File: config.mk
export PLATFORM = sky130hd
export DESIGN_NAME = uart_hex_sender
export DESIGN_NICKNAME = d
export VERILOG_FILES = /design/src/rtl/uart_pkg.sv /design/src/rtl/hex_nibble_ascii.sv /design/src/rtl/uart_hex_sender.sv
export SDC_FILE = /design/constraint.sdc
export NUM_CORES = 1
export LEC_CHECK = 0
export CORE_ASPECT_RATIO = 2
export CORE_MARGIN = 2
export CORE_UTILIZATION = 43
export DETAILED_ROUTE_END_ITERATION = 7
export GPL_TIMING_DRIVEN = 0
export PLACE_DENSITY = 0.7
export SETUP_SLACK_MARGIN = 0.2
export SLEW_MARGIN = 25
export SYNTH_ARGS = -nofsm -noshare
export SYNTH_HDL_FRONTEND = slang
export SYNTH_SLANG_ARGS = --single-unit
File: constraint.sdc
create_clock -name i_clk -period 2.39 [get_ports i_clk]
set_input_delay 0.239 -clock i_clk [delete_from_list [all_inputs] [get_ports i_clk]]
set_output_delay 0.239 -clock i_clk [all_outputs]
set_load 0.02 [all_outputs]
File: src/rtl/uart_pkg.sv
// Shared definitions for the hex line sender: FSM encoding and ASCII constants.
package uart_pkg;

   localparam logic [1:0] ST_IDLE  = 2'd0;
   localparam logic [1:0] ST_ISSUE = 2'd1;
   localparam logic [1:0] ST_ACK   = 2'd2;
   localparam logic [1:0] ST_DONE  = 2'd3;

   typedef enum logic [1:0] {
      IDLE  = ST_IDLE,
      ISSUE = ST_ISSUE,
      ACK   = ST_ACK,
      DONE  = ST_DONE
   } state_t;

   localparam logic [7:0] ASCII_0  = 8'h30;
   localparam logic [7:0] ASCII_A  = 8'h41;
   localparam logic [7:0] ASCII_CR = 8'h0D;
   localparam logic [7:0] ASCII_LF = 8'h0A;

endpackage

File: src/rtl/hex_nibble_ascii.sv
// Combinational nibble to uppercase ASCII hex digit.
module hex_nibble_ascii
   import uart_pkg::*;
(
   input  logic [3:0] nibble,
   output logic [7:0] ascii
);

   always_comb begin
      if (nibble < 4'd10) ascii = ASCII_0 + {4'h0, nibble};
      else                ascii = ASCII_A + {4'h0, nibble} - 8'd10;
   end

endmodule

File: src/rtl/uart_hex_sender.sv
// Sends the low NIBBLES hex digits of a latched word (MSB first, optional CR LF)
// to a byte UART, one load strobe per byte, pacing on the transmitter idle flag.
module uart_hex_sender
   import uart_pkg::*;
#(
   parameter int NIBBLES     = 8,
   parameter int APPEND_CRLF = 1
) (
   input  logic        i_clk,
   input  logic        i_rst_n,
   input  logic [31:0] i_value,
   input  logic        i_valid,
   output logic        o_busy,
   output logic        o_drop,
   output logic [7:0]  o_tx_data,
   output logic        o_tx_en,
   input  logic        i_txempty,
   output logic [1:0]  o_dbg_state
);

   localparam logic [3:0] NIB_CNT  = 4'(NIBBLES);
   localparam logic [3:0] LAST_IDX = 4'(NIBBLES - 1 + 2 * APPEND_CRLF);

   state_t      state_q, state_d;
   logic [3:0]  idx_q, idx_d;
   logic [31:0] word_q, word_d;
   logic [7:0]  data_q, data_d;
   logic        en_q, en_d;
   logic        drop_q, drop_d;

   logic [4:0]  shamt;
   logic [3:0]  nibble;
   logic [7:0]  hex_char;
   logic [7:0]  cur_char;

   // Shift amount is only meaningful while idx addresses a digit.
   always_comb begin
      shamt  = 5'((NIBBLES - 1 - int'(idx_q)) * 4);
      nibble = 4'(word_q >> shamt);
   end

   hex_nibble_ascii u_hex (
      .nibble (nibble),
      .ascii  (hex_char)
   );

   always_comb begin
      if (idx_q < NIB_CNT)       cur_char = hex_char;
      else if (idx_q == NIB_CNT) cur_char = ASCII_CR;
      else                       cur_char = ASCII_LF;
   end

   always_comb begin
      state_d = state_q;
      idx_d   = idx_q;
      word_d  = word_q;
      data_d  = data_q;
      en_d    = 1'b0;
      drop_d  = i_valid && (state_q != IDLE);
      case (state_q)
         IDLE: begin
            if (i_valid) begin
               word_d  = i_value;
               idx_d   = 4'd0;
               state_d = ISSUE;
            end
         end
         ISSUE: begin
            if (i_txempty) begin
               data_d  = cur_char;
               en_d    = 1'b1;
               state_d = ACK;
            end
         end
         // The idle flag is still high in the load cycle; wait for it to drop.
         ACK: begin
            if (!i_txempty) state_d = DONE;
         end
         DONE: begin
            if (i_txempty) begin
               if (idx_q == LAST_IDX) begin
                  state_d = IDLE;
               end else begin
                  idx_d   = idx_q + 4'd1;
                  state_d = ISSUE;
               end
            end
         end
         default: state_d = IDLE;
      endcase
   end

   always_ff @(posedge i_clk or negedge i_rst_n) begin
      if (!i_rst_n) begin
         state_q <= IDLE;
         idx_q   <= 4'd0;
         word_q  <= 32'd0;
         data_q  <= 8'h00;
         en_q    <= 1'b0;
         drop_q  <= 1'b0;
      end else begin
         state_q <= state_d;
         idx_q   <= idx_d;
         word_q  <= word_d;
         data_q  <= data_d;
         en_q    <= en_d;
         drop_q  <= drop_d;
      end
   end

   assign o_busy      = (state_q != IDLE);
   assign o_drop      = drop_q;
   assign o_tx_data   = data_q;
   assign o_tx_en     = en_q;
   assign o_dbg_state = state_q;

endmodule

==> results.cfg, run 1 <==
[run_status]
status = complete, no violations

[floorplanning]
initial_core_util_pct = 44.6
die_h_um = 107
die_area_um2 = 5970
pin_count = 49
core_um2 = 5140
die_x_um = 55.6
rows = 37

[layout]
n_fill_cell = 439
utilization_pct = 57.5
drive_above_1_share_pct = 20.5
area_growth_pct = 28.8
layout.cells.non_filler = 282
antenna_cells = 0
register_area_um2 = 1180
nets = 266
multi_input_area_um2 = 1050

[critical_path]
crit_fanout = 10
worstSetupEndpointType = flip-flop
worstPathArrival_ns = 2.27
worst-setup-path-type = flip-flop to flip-flop
worstSetupStartpointType = flip-flop
critPathRequiredTime_ns = 2.58

[yosys]
synth_area_leaders = dfrtp_1 51%, mux2_2 10%, mux2_1 5.9%, mux4_1 5.7%, ha_1 3.8%
yosysSeqAreaShare_pct = 51.3
synth_compound_area_share_pct = 6.93
syn-instance-count = 167
synth_area_leader_cell = dfrtp_1
yosys.area.top_type_share_pct = 51.3
synth_top_family_by_area = multiplexers
yosys_warnings = 0
synth_xor_area_share_pct = 0.764
ys_types = 40
synthMuxAreaShare_pct = 28.8
netlist_area_um2 = 2290
synthTopCellsByCount = 47 x dfrtp_1, 21 x mux2_2, 12 x mux2_1
yosysMostFrequentCell = dfrtp_1
synth_edf_count = 0
synthSimpleGateAreaFrac_pct = 5.29
ys_seq_elements = 47
synthFlopType = dfrtp_1
avgSynthCellArea_um2 = 13.7
synthArstFlopShare_pct = 100
syn_nets = 210
synth_fa_ha_area_share_pct = 3.82

[power]
max-vdd-ir-drop_v = 0.000726
power_density_nw_per_um2 = 1220
finalPower_mw = 3.60
leakagePower_nw = 1.27

[sta]
rsz0062_at_grt = false
maxSlewViolCount = 0
fmax_mhz = 479
fin_worst_skew_ns = 0.00898
tightest_slew_ns = 0.580
hold_violations = 0
setup_viol = 0
fin_crit_ns = 2.09
finalCritPeriodShare_pct = 87.3
slew_headroom_pct = 61.3

[detailed_routing]
vias = 1542
ant_nets = 0
routedWlPerCell_um = 15.7
dr.first_iter.drc_count = 29
dr.pass1.iters = 4
wirelength_mm = 4.42
drc = 0
vias_per_cell = 5.47

[clock_tree]
cts_tree = yes
h-tree-depth = 2
clock-root-buffer = clkbuf_8
cts.sinks = 47
cts_buffers = 5
path_clk_slew_ns = 0.08
cts.path.max_buffers = 2
insertion_delay_ns = 0.30

[global_routing]
grt_usage_pct = 16.4
grt_max_degree = 48
overflow = 0
grt_pass1_wl_mm = 7.63
antenna_found_initial = 0
grt_pass1_vias = 1677

[flow_run]
cap_violations = 0

[min_path]
hold_class = input pin to asynchronous set/reset pin

[placed_design]
place_hpwl_mm = 3.41
port-buffer-count = 47
dp.cells = 272
globalplace.congestion = 0.774
worst max-delay path, stage by stage, from the launching register on:
cell and delay, ns:
dfrtp_2 0.39, buf_6 0.17, mux4_1 0.58, mux2i_2 0.24, ha_2 0.26, o21ai_2 0.07, a32o_1 0.26
cell families (layout without fill, tap and decap cells):
| kind of cell | Yosys count | in the layout |
|---|---|---|
| compound gates | 23 | 23 |
| xor+xnor | 2 | 2 |
| fa+ha+maj | 7 | 7 |
| buf+inv | 14 | 71 |
| flops | 47 | 47 |
| mux | 49 | 49 |
| other cells | 1 | 1 |
| simple gates | 24 | 24 |
per-layer routing:
layer  wire length (µm)  vias to the layer above  global-route usage [%]
li1                   -                      720                       -
met1               1540                      781                    16.1
met2               2680                       35                    32.6
met3                118                        6                    3.00
met4                 74                        0                    6.27
met5                  0                        -                       0
layout make-up:
type,instances,area share [%]
sequential,47,39.9
buffer,7,1.57
tap,58,2.46
multi-input combinational,106,35.6
timing repair buffer,49,16.4
inverter,7,0.889
clock buffer,7,2.92
clock inverter,1,0.296
flip-flops by register name (all words and copies together), names as in the netlist:
| register | count |
|---|---|
| o_dbg_state | 2 |
| word_q | 32 |
| o_tx_en | 1 |
| o_drop | 1 |
| idx_q | 4 |
| o_tx_data | 7 |
power by group:
part	switching [mW]	internal, mW	total [mW]
clock	0.266	0.237	0.504
sequential	0.200	1.17	1.37
combinational	0.788	0.938	1.73
total	1.25	2.35	3.60
cell usage in the layout (no fill, tap or decap), drive strengths merged:
master         Yosys  layout
nand4b             1       1
nor3               1       1
mux2i              8       8
conb               1       1
buf                7       6
o22ai              1       1
xor2               1       1
a21oi              4       4
nand3b             2       2
a31oi              2       2
nand2b             3       3
nor2               5       5
a22o               1       1
nand2              7       7
a21boi             1       1
a41o               1       1
nand3              2       2
or3                1       1
o2111ai            1       1
mux2              34      34
a32o               2       2
clkinv             0       1
clkbuf             0      10
dfrtp             47      47
mux4               7       7
inv                7       7
ha                 7       7
xnor2              1       1
a21o               1       1
o31ai              2       2
o21ai              7       7
clkdlybuf4s50      0      46
dlygate4sd3        0       1
nor2b              2       2
what timing repair did:
item	CTS	global route
hold endpoints to repair	47	0
hold buffers	1	0
cloned	0	0
buffers inserted	1	0
endpoints found under the setup margin	3	29
resized for setup	2	3
metrics by stage:
step,setup slack (ns),setup TNS (ns),hold WS (ns),instance area (µm²)
3_3_place_gp,-0.259,-12.04,0.461,2840
3_5_place_dp,0.114,0,0.288,2830
5_1_grt,0.201,0,0.513,2950
6_report,0.304,0,0.475,2950
2_1_floorplan,0.352,0,-0.0566,2290
4_1_cts,0.219,0,0.491,2950
final timing paths:
check / start / endpoint / slack (ns) / cells past startpoint
worst max-delay path: idx_q[0]$_DFFE_PN0P_ / o_tx_data[6]$_DFFE_PN0P_ / 0.30 / 6
worst min register to register: o_tx_data[5]$_DFFE_PN0P_ / o_tx_data[5]$_DFFE_PN0P_ / 0.48 / 2
worst max register to register: idx_q[0]$_DFFE_PN0P_ / o_tx_data[6]$_DFFE_PN0P_ / 0.30 / 6
max in group asynchronous: i_rst_n / idx_q[0]$_DFFE_PN0P_ / 1.49 / 2
worst min-delay path: i_rst_n / o_dbg_state[0]$_DFFE_PN0P_ / 0.48 / 2
min in group i_clk: o_tx_data[5]$_DFFE_PN0P_ / o_tx_data[5]$_DFFE_PN0P_ / 0.48 / 2
No activity file was read; power rests on OpenSTA's default activity.
==> run 2, diff against run 1 <==
--- a/config.mk
+++ b/config.mk
@@ -5,12 +5,13 @@
 export SDC_FILE = /design/constraint.sdc
 export NUM_CORES = 1
 export LEC_CHECK = 0
-export CORE_ASPECT_RATIO = 2
+export CORE_ASPECT_RATIO = 0.6
 export CORE_MARGIN = 2
 export CORE_UTILIZATION = 43
 export DETAILED_ROUTE_END_ITERATION = 7
 export GPL_TIMING_DRIVEN = 0
 export PLACE_DENSITY = 0.7
+export RECOVER_POWER = 100
 export SETUP_SLACK_MARGIN = 0.2
 export SLEW_MARGIN = 25
 export SYNTH_ARGS = -nofsm -noshare
==> results.cfg, run 2 (synthesis results as in run 1) <==
[critical_path]
r2r_cells = 6
worst-setup-path-type = flip-flop to flip-flop
worstPathArrival_ns = 2.32
critPathRequiredTime_ns = 2.58
max_stage_delay_ns = 0.56
worstSetupStartpointType = flip-flop
crit_fanout = 10
cpMaxStageDelayCell = mux4_1
path_cells = buf_6, mux4_1, mux2i_1, ha_1, o21ai_2, a32o_1
worstSetupEndpointType = flip-flop

[sta]
finalCritPeriodShare_pct = 89.2
rsz0062_at_grt = false
maxSlewViolCount = 0
tightest_slew_ns = 1.19
worst_slack_ns = 0.257
fmax_mhz = 469
whs_ns = 0.484
fin_crit_ns = 2.13
fin_worst_skew_ns = 0.00208
setup_viol = 0
totalNegativeSetupSlack_ns = 0
hold_violations = 0
slew_headroom_pct = 21.0

[layout]
area_growth_pct = 31.2
largest_reg_flops = 32
largest-register = word_q
antenna_cells = 0
final_cell_mix = 46 x dfrtp_1, 34 x clkdlybuf4s50_1, 21 x mux2_2, 13 x mux2_1, 13 x dlygate4sd3_1
final_common_cell = dfrtp_1
utilization_pct = 58.9
nets = 268
layout.cells.non_filler = 292
n_fill_cell = 439
design_area_um2 = 3010
drive_above_1_share_pct = 17.7

[run_status]
status = complete, no violations

[floorplanning]
initial_core_util_pct = 44.9
pin_count = 49
die_h_um = 60.6
die_area_um2 = 5950
rows = 20
die_x_um = 98.3
core_um2 = 5100

[power]
power.internal_mw = 2.48
finalPower_mw = 3.75
power_density_nw_per_um2 = 1250
max-vdd-ir-drop_v = 0.000453
leakagePower_nw = 1.29
swShare_pct = 33.8
p_sw_mw = 1.27
p_clk_share_pct = 18.1
p_comb_share_pct = 45.0
pwr-share-seq_pct = 36.9

[global_routing]
use_met3_pct = 4.72
grt_most_used_layer = met1
grt_pass1_vias = 1379
overflow = 0
grt_pass1_wl_mm = 7.09
grt_usage_pct = 15.7
grt_use_met2_pct = 21.7
antenna_found_initial = 0
grt_use_met1_pct = 24.7
grt_max_degree = 28

[placed_design]
place_ws_ns = 0.119
place_hpwl_mm = 3.34
dp.cells = 281
globalplace.congestion = 0.825
port-buffer-count = 47
post_dp_cell_area_um2 = 2860

[flow_run]
cap_violations = 0

[clock_tree]
path_clk_slew_ns = 0.08
cts.sinks = 47
cts_tree = yes
insertion_delay_ns = 0.30
cts.path.max_buffers = 2
cts_buffers = 5
clock-root-buffer = clkbuf_8
h-tree-depth = 2

[detailed_routing]
dr.first_iter.drc_count = 46
dr.pass1.iters = 4
routedWlPerCell_um = 15.3
drc = 0
wirelength_mm = 4.47
vias_per_cell = 5.14
vias = 1502
ant_nets = 0

[min_path]
hold_class = flip-flop to flip-flop
hold_depth = 2
run 2: cell count changes in the layout (fill, tap and decap cells not counted), moves of 2 or more:
cell and change:
dlygate4sd3_1 +12, clkdlybuf4s50_1 -12, clkbuf_2 -3, clkbuf_1 +4
bufinv_16 +2
run 2: layout make-up:
cell class	instances	area [µm²]	area share, %
flip-flops and latches	47	1180	39.1
multi-input cells	106	1040	34.5
repair buffers	51	509	16.9
well taps	66	82.6	2.75
clock buffers	6	72.6	2.41
clock inverters	2	60.1	2.00
plain buffers	7	42.5	1.41
inverters	7	26.3	0.874
run 2: worst paths after layout:
path / startpoint / end / slack (ns)
max: idx_q[0]$_DFFE_PN0P_ / o_tx_data[6]$_DFFE_PN0P_ / 0.26
min: o_tx_data[3]$_DFFE_PN0P_ / o_tx_data[3]$_DFFE_PN0P_ / 0.48
max reg2reg: idx_q[0]$_DFFE_PN0P_ / o_tx_data[6]$_DFFE_PN0P_ / 0.26
min reg2reg: o_tx_data[3]$_DFFE_PN0P_ / o_tx_data[3]$_DFFE_PN0P_ / 0.48
max in group asynchronous: i_rst_n / idx_q[0]$_DFFE_PN0P_ / 0.95
min in group asynchronous: i_rst_n / o_tx_data[4]$_DFFE_PN0P_ / 0.70
run 2: layer usage:
layer / part of all wire, % / up-vias
met5: 0 / -
met4: 0.38 / 0
met3: 5.7 / 3
met2: 39 / 39
met1: 54 / 733
li1: - / 727
run 2: power by group through the flow:
stage / registers (mW) / clock network (mW) / logic [mW]
3_5_place_dp: 1.41 / 0 / 1.73
6_report: 1.38 / 0.680 / 1.69
4_1_cts: 1.40 / 0.698 / 1.75
2_1_floorplan: 1.43 / 0 / 1.16
3_3_place_gp: 1.40 / 0 / 1.69
5_1_grt: 1.43 / 0.731 / 1.85
run 2: timing repair:
item	4_1_cts	5_1_grt
buffers inserted	1	1
pin swaps	0	0
setup endpoints to repair	3	19
hold endpoints to repair	20	0
hold buffers	1	0
gates resized for setup	1	3
run 2: worst max-delay path: cells and delay by family (launching register included):
| family | cells | cell delay, ns |
|---|---|---|
| AOI/OAI and AO/OA | 2 | 0.34 |
| adders and majority gates | 1 | 0.27 |
| buffers and inverters | 1 | 0.17 |
| DFF | 1 | 0.39 |
| muxes | 2 | 0.84 |
